<file path="src/rtl/fft_pkg.sv">
// Shared constants, read FSM encoding and bit-reversal helper
// for the FFT input reorder stage.
package fft_pkg;

   localparam int WIDTH = 32;
   localparam int N     = 16;
   localparam int LOG2N = 4;

   typedef enum logic {
      IDLE = 1'b0,
      READ = 1'b1
   } rd_state_t;

   // Reverse the low 'bits' bits of k; higher bits come out zero.
   function automatic logic [LOG2N-1:0] bitrev(
      input logic [LOG2N-1:0] k,
      input int               bits
   );
      logic [LOG2N-1:0] r;
      r = '0;
      for (int i = 0; i < LOG2N; i++) begin
         if (i < bits) r[i] = k[bits-1-i];
      end
      return r;
   endfunction

endpackage

</file>
<file path="src/rtl/fft_input_bitrev_if.sv">
// Sample streams in and out of the reorder stage.
// The slave side is the reorder block, master is its environment.
interface fft_input_bitrev_if #(
   parameter int WIDTH = 32
);

   logic                    input_en;
   logic signed [WIDTH-1:0] input_real;
   logic signed [WIDTH-1:0] input_imag;
   logic                    output_en;
   logic signed [WIDTH-1:0] output_real;
   logic signed [WIDTH-1:0] output_imag;
   logic                    output_first;

   modport master (
      output input_en,
      output input_real,
      output input_imag,
      input  output_en,
      input  output_real,
      input  output_imag,
      input  output_first
   );

   modport slave (
      input  input_en,
      input  input_real,
      input  input_imag,
      output output_en,
      output output_real,
      output output_imag,
      output output_first
   );

endinterface

</file>
<file path="src/rtl/fft_pingpong_ram.sv">
// Two-bank sample store: synchronous write, asynchronous read,
// addressed by {bank, addr}. Contents are never reset.
module fft_pingpong_ram #(
   parameter int WIDTH = 32,
   parameter int N     = 16,
   parameter int LOG2N = 4
) (
   input  logic               clock,
   input  logic               we,
   input  logic [LOG2N:0]     wr_addr,
   input  logic [2*WIDTH-1:0] wr_data,
   input  logic [LOG2N:0]     rd_addr,
   output logic [2*WIDTH-1:0] rd_data
);

   logic [2*WIDTH-1:0] mem [2*N];

   // Store one packed {real, imag} sample per enabled edge.
   always_ff @(posedge clock) begin
      if (we) mem[wr_addr] <= wr_data;
   end

   assign rd_data = mem[rd_addr];

endmodule

</file>
<file path="src/rtl/fft_input_bitrev.sv">
// Natural-order to bit-reversed-order frame reorder ahead of
// the SDF FFT; ping-pong banks, output frames never stall.
module fft_input_bitrev #(
   parameter int WIDTH = fft_pkg::WIDTH,
   parameter int N     = fft_pkg::N,
   parameter int LOG2N = fft_pkg::LOG2N
) (
   input logic               clock,
   input logic               reset,
   fft_input_bitrev_if.slave bus
);

   import fft_pkg::rd_state_t;
   import fft_pkg::IDLE;
   import fft_pkg::READ;
   import fft_pkg::bitrev;

   logic [LOG2N-1:0]   wr_cnt;
   logic [LOG2N-1:0]   rd_cnt;
   logic               wr_bank;
   logic               rd_bank;
   logic [1:0]         full;
   logic [1:0]         full_set;
   logic [1:0]         full_clr;
   logic               wr_done;
   logic               rd_last;
   logic [2*WIDTH-1:0] rd_data;
   rd_state_t          state;

   assign wr_done = bus.input_en
                 && (wr_cnt == LOG2N'(N - 1));
   assign rd_last = (state == READ)
                 && (rd_cnt == LOG2N'(N - 1));

   assign full_set = wr_done ? (2'b01 << wr_bank) : 2'b00;
   assign full_clr = rd_last ? (2'b01 << rd_bank) : 2'b00;

   fft_pingpong_ram #(
      .WIDTH (WIDTH),
      .N     (N),
      .LOG2N (LOG2N)
   ) u_ram (
      .clock   (clock),
      .we      (bus.input_en),
      .wr_addr ({wr_bank, wr_cnt}),
      .wr_data ({bus.input_real, bus.input_imag}),
      .rd_addr ({rd_bank, bitrev(rd_cnt, LOG2N)}),
      .rd_data (rd_data)
   );

   // Write pointer: fill the current bank, flip on the last sample.
   always_ff @(posedge clock or posedge reset) begin
      if (reset) begin
         wr_cnt  <= '0;
         wr_bank <= 1'b0;
      end else if (bus.input_en) begin
         if (wr_done) begin
            wr_cnt  <= '0;
            wr_bank <= ~wr_bank;
         end else begin
            wr_cnt <= wr_cnt + 1'b1;
         end
      end
   end

   // Bank-full flags: set by a completed fill, cleared by a drain.
   always_ff @(posedge clock or posedge reset) begin
      if (reset) full <= '0;
      else       full <= (full & ~full_clr) | full_set;
   end

   // Read FSM: drain a full bank as one unbroken 16-cycle burst.
   always_ff @(posedge clock or posedge reset) begin
      if (reset) begin
         state            <= IDLE;
         rd_cnt           <= '0;
         rd_bank          <= 1'b0;
         bus.output_en    <= 1'b0;
         bus.output_first <= 1'b0;
         bus.output_real  <= '0;
         bus.output_imag  <= '0;
      end else begin
         unique case (state)
            IDLE: begin
               bus.output_en    <= 1'b0;
               bus.output_first <= 1'b0;
               if (full[rd_bank]) begin
                  state  <= READ;
                  rd_cnt <= '0;
               end
            end
            READ: begin
               bus.output_en    <= 1'b1;
               bus.output_first <= (rd_cnt == '0);
               bus.output_real  <= $signed(rd_data[2*WIDTH-1:WIDTH]);
               bus.output_imag  <= $signed(rd_data[WIDTH-1:0]);
               if (rd_last) begin
                  rd_cnt  <= '0;
                  rd_bank <= ~rd_bank;
                  state   <= full[~rd_bank] ? READ : IDLE;
               end else begin
                  rd_cnt <= rd_cnt + 1'b1;
               end
            end
            default: state <= IDLE;
         endcase
      end
   end

endmodule

</file>
<file path="src/flat_wrapper.sv">
// flat-port wrapper written by rule: the top's interface ports become plain ports
module fft_input_bitrev_flat import fft_pkg::rd_state_t; import fft_pkg::IDLE; import fft_pkg::READ; import fft_pkg::bitrev;
#(
   parameter int WIDTH = fft_pkg::WIDTH,
   parameter int N     = fft_pkg::N,
   parameter int LOG2N = fft_pkg::LOG2N
)
  (clock, reset, bus_input_en, bus_input_real, bus_input_imag, bus_output_en, bus_output_real, bus_output_imag, bus_output_first);
  fft_input_bitrev_if #(.WIDTH(WIDTH)) bus_i ();
  input logic clock;
  input logic reset;
  input wire logic [$bits(bus_i.input_en)-1:0] bus_input_en;
  input wire logic [$bits(bus_i.input_real)-1:0] bus_input_real;
  input wire logic [$bits(bus_i.input_imag)-1:0] bus_input_imag;
  output wire logic [$bits(bus_i.output_en)-1:0] bus_output_en;
  output wire logic [$bits(bus_i.output_real)-1:0] bus_output_real;
  output wire logic [$bits(bus_i.output_imag)-1:0] bus_output_imag;
  output wire logic [$bits(bus_i.output_first)-1:0] bus_output_first;
  assign bus_i.input_en = bus_input_en;
  assign bus_i.input_real = bus_input_real;
  assign bus_i.input_imag = bus_input_imag;
  assign bus_output_en = bus_i.output_en;
  assign bus_output_real = bus_i.output_real;
  assign bus_output_imag = bus_i.output_imag;
  assign bus_output_first = bus_i.output_first;
  fft_input_bitrev #(.WIDTH(WIDTH), .N(N), .LOG2N(LOG2N)) u_core (.clock(clock), .reset(reset), .bus(bus_i));
endmodule
</file>
<file path="config.mk">
export PLATFORM = sky130hd
export DESIGN_NAME = fft_input_bitrev_flat
export DESIGN_NICKNAME = d
export VERILOG_FILES = /design/src/rtl/fft_pkg.sv /design/src/rtl/fft_input_bitrev_if.sv /design/src/rtl/fft_pingpong_ram.sv /design/src/rtl/fft_input_bitrev.sv /design/src/flat_wrapper.sv
export SDC_FILE = /design/constraint.sdc
export NUM_CORES = 2
export LEC_CHECK = 0
export CORE_MARGIN = 10
export CORE_UTILIZATION = 45
export DETAILED_ROUTE_END_ITERATION = 8
export SETUP_SLACK_MARGIN = 0.02
export SLEW_MARGIN = 30
export SYNTH_ARGS = -nofsm -noshare
export SYNTH_HDL_FRONTEND = slang
export SYNTH_SLANG_ARGS = --single-unit
export TNS_END_PERCENT = 10
</file>
<file path="constraint.sdc">
create_clock -name clock -period 17 [get_ports clock]
set_clock_uncertainty 0.15 [all_clocks]
set_input_delay 1.7 -clock clock [delete_from_list [all_inputs] [get_ports clock]]
set_output_delay 1.7 -clock clock [all_outputs]
set_load 0.005 [all_outputs]
</file>
==> metrics.yaml <==
drive_above_1_share_pct: 27.8
dr_total_vias: 39300
cts_root_buffer: "clkbuf_16"
outcome: "completed"
placed_cell_area_mm2: 0.0855
max-cap-violations: 0
worstMarginPinSlew_ns: 1.07
r2r_setup_slack_ns: 12.69
worst_ep_required_time_ns: 17.29
netlist_instances: 3732
slowest_delay_ns: 0.91
wire_length_of_the_first_global_routing_pass_um: 293000
drcViolationCount: 0
synthFlopType: "edfxtp_1"
dr.pass1.iters: 8
grt_pass1_vias: 40800
numPortBuffers: 132
dp_hpwl_um: 100000
synth_top_area_cell: "edfxtp_1"
crit_family: "buffers and inverters"
detailedRoute.firstIterationViolations: 4381
yosysUniqueCellTypes: 42
fmax_mhz: 212
io_pins: 133
cts_sinks: 2127
final.min_clock_period_ns: 4.73
num_rows: 156
path_cells: "clkdlybuf4s50_1 > nand2_1 > nor2_4 > buf_4"
grt_antenna_before_repair: 9
min-delay-path-class: "reg -> reg"
path_max_fanout: 45
synthesis.nets: 3805
global_route.overflow_total: 0
cts-buffers-inserted: 211
synth.area.top_cells: "edfxtp_1 75%, mux4_2 8.8%, mux2_2 4.4%"
grt_setup_unrepaired: "no"
powerDensity_mw_per_mm2: 149
critPathArrivalTime_ns: 5.01
fin_tns_setup_ns: 0
detail_route.wirelength_um: 205000
syn_area_per_cell_um2: 21.8
post_drt_wl_per_cell_um: 31.4
worstSetupStartpointType: "input pin"
fp.coreArea_mm2: 0.180
worstSetupPathType: "in -> reg"
postCtsResizedCells: 0
yosys.area.top_type_share_pct: 75.5
layout.nets: 4024
whs_ns: 0.357
worstPathBufferInverterCount: 2
timing.rr.start: "u_core.rd_cnt[3]"
final_common_cell: "edfxtp_1"
cts.repair_timing.setup_buffer_count: 0
final_cell_mix: "2048 x edfxtp_1, 320 x mux4_2, 320 x mux2_2"
postSynthRegisterBits: 2127
slew-limit-headroom_pct: 28.5
ys_seq_area_share_pct: 77.9
yosys_warnings: 0
syn2layout_area_growth_pct: 13.5
clock_path_buffers: 3
globalplace.congestion: 0.722
fp.dieW_um: 445
total_leakage_power_nw: 29.2
floorplan.initialDensity_pct: 45.2
combined_area_of_all_synthesized_cells_mm2: 0.0815
holdCritStartpoint: "u_core.bus.output_real[2]"
fraction_of_registers_with_async_set_reset_pct: 3.71
clock_tree_from_tritoncts: "done"
synth_enable_flop_cells: 2048
postLayoutCoreUtil_pct: 51.3
floorplan.die_area_mm2: 0.198
slew_viol_final: 0
final.period_utilization_pct: 27.8
timing.critical_path.from: "bus_input_en"
post_route_cell_area_mm2: 0.0925
cts_hold_buf: 0
clk_pin_slew_worst_paths_ns: 0.06
groute.usage.overall_pct: 20.3
maximum_number_of_pins_on_one_net_before_global_route_repair: 141
critPathSlowestCell: "buf_4"
report.final.setup_viol: 0
ctsHtreeMaxLevel: 4
cp-end-kind: "flop"
clk-insertion-delay-late_ns: 0.86
report.final.hold_viol_count: 0
avgViaCountPerCell: 6.04
drt.antenna.violating_nets: 0
die_h_um: 445
worst_ir_drop_vdd_v: 0.000216
## cell type report
class | instances | area [um2]
antenna | 2 | 5.00
sequential | 2127 | 63500
multi-input combinational | 1377 | 17000
clock inverter | 122 | 1370
inverter | 6 | 35.0
tap | 2370 | 2970
fill | 14200 | 87900
timing repair buffer | 228 | 1950
clock buffer | 277 | 5720
## metrics by stage
stage | instances | power (W) | setup slack (ns)
after detailed placement | 6104 | 0.00917 | 11.36
after CTS | 6503 | 0.0139 | 12.23
after global placement | 6102 | 0.00914 | 11.34
after global routing | 6508 | 0.0142 | 12.21
after floorplan | 3732 | 0.00803 | 8.00
final | 6509 | 0.0137 | 12.27
## logic make-up after synthesis
family | count (synthesis) | synth area share (%)
flops | 2127 | 77.9
fa+ha+maj | 6 | 0.0921
compound gates | 335 | 3.65
simple gates | 199 | 1.01
xor+xnor | 4 | 0.0430
mux | 833 | 15.7
buf+inv | 228 | 1.55
## final timing paths
| path | end | cells past startpoint |
|---|---|---|
| max in group asynchronous | u_core.rd_cnt[3] | 3 |
| worst min-delay path | u_core.bus.output_real[2] | 1 |
| min in group asynchronous | u_core.bus.output_en | 2 |
| worst min register to register | u_core.bus.output_real[2] | 1 |
| worst max register to register | u_core.bus.output_real[30] | 8 |
| worst max-delay path | u_core.u_ram.mem[26][34] | 4 |
## worst register-to-register path, stage by stage, from the launching register on
cell and delay (ns):
dfrtp_4 0.87, buf_12 0.40, buf_16 0.42, buf_12 0.58, buf_16 0.47, mux2_1 0.48, a222oi_1 0.39, o2111ai_1 0.26
o211a_1 0.19
## flip-flops by register name (all words and copies together), names as in the netlist, 2 cells and up
| register | count |
|---|---|
| u_core.u_ram.mem | 2048 |
| u_core.bus.output_imag | 32 |
| u_core.rd_cnt | 4 |
| u_core.wr_cnt | 4 |
| u_core.bus.output_real | 32 |
| u_core.full | 2 |
## power breakdown
group / internal [W] / leakage [nW] / total (W) / switching [W]
clock network: 0.00270 / 3.44 / 0.00471 / 0.00201
registers: 0.00611 / 19.4 / 0.00635 / 0.000236
logic: 0.00109 / 6.42 / 0.00269 / 0.00160
total: 0.00990 / 29.2 / 0.0137 / 0.00384
## cells in the mapped netlist, types with 2 or more instances
master and count:
mux2_1 64, a222oi_1 64, buf_2 83, nand2_1 143, edfxtp_1 2048, mux4_2 320, o211a_1 64, nor2b_1 2
o2111ai_1 64, dfrtp_1 79, buf_6 27, clkbuf_1 83, xnor2_1 3, a221oi_1 64, nand3b_1 2, ha_1 6
nand2b_1 4, and3b_1 2, nand3_1 5, nor2_1 20, inv_1 5, mux2_2 320, buf_1 2, o21ai_0 7
buf_4 27, mux2i_1 129, o211ai_1 64, nor3_1 14, a21oi_1 3, and2_1 2
## metal layers
metal  track usage (%)  share of wire (%)  routed length [um]
met3              3.59                7.0               14400
met5                 0              0.017                  35
met1              28.5                 42               86300
met4              5.12                2.2                4430
met2              33.0                 49               99300
Power figures use the tool's default switching activity.
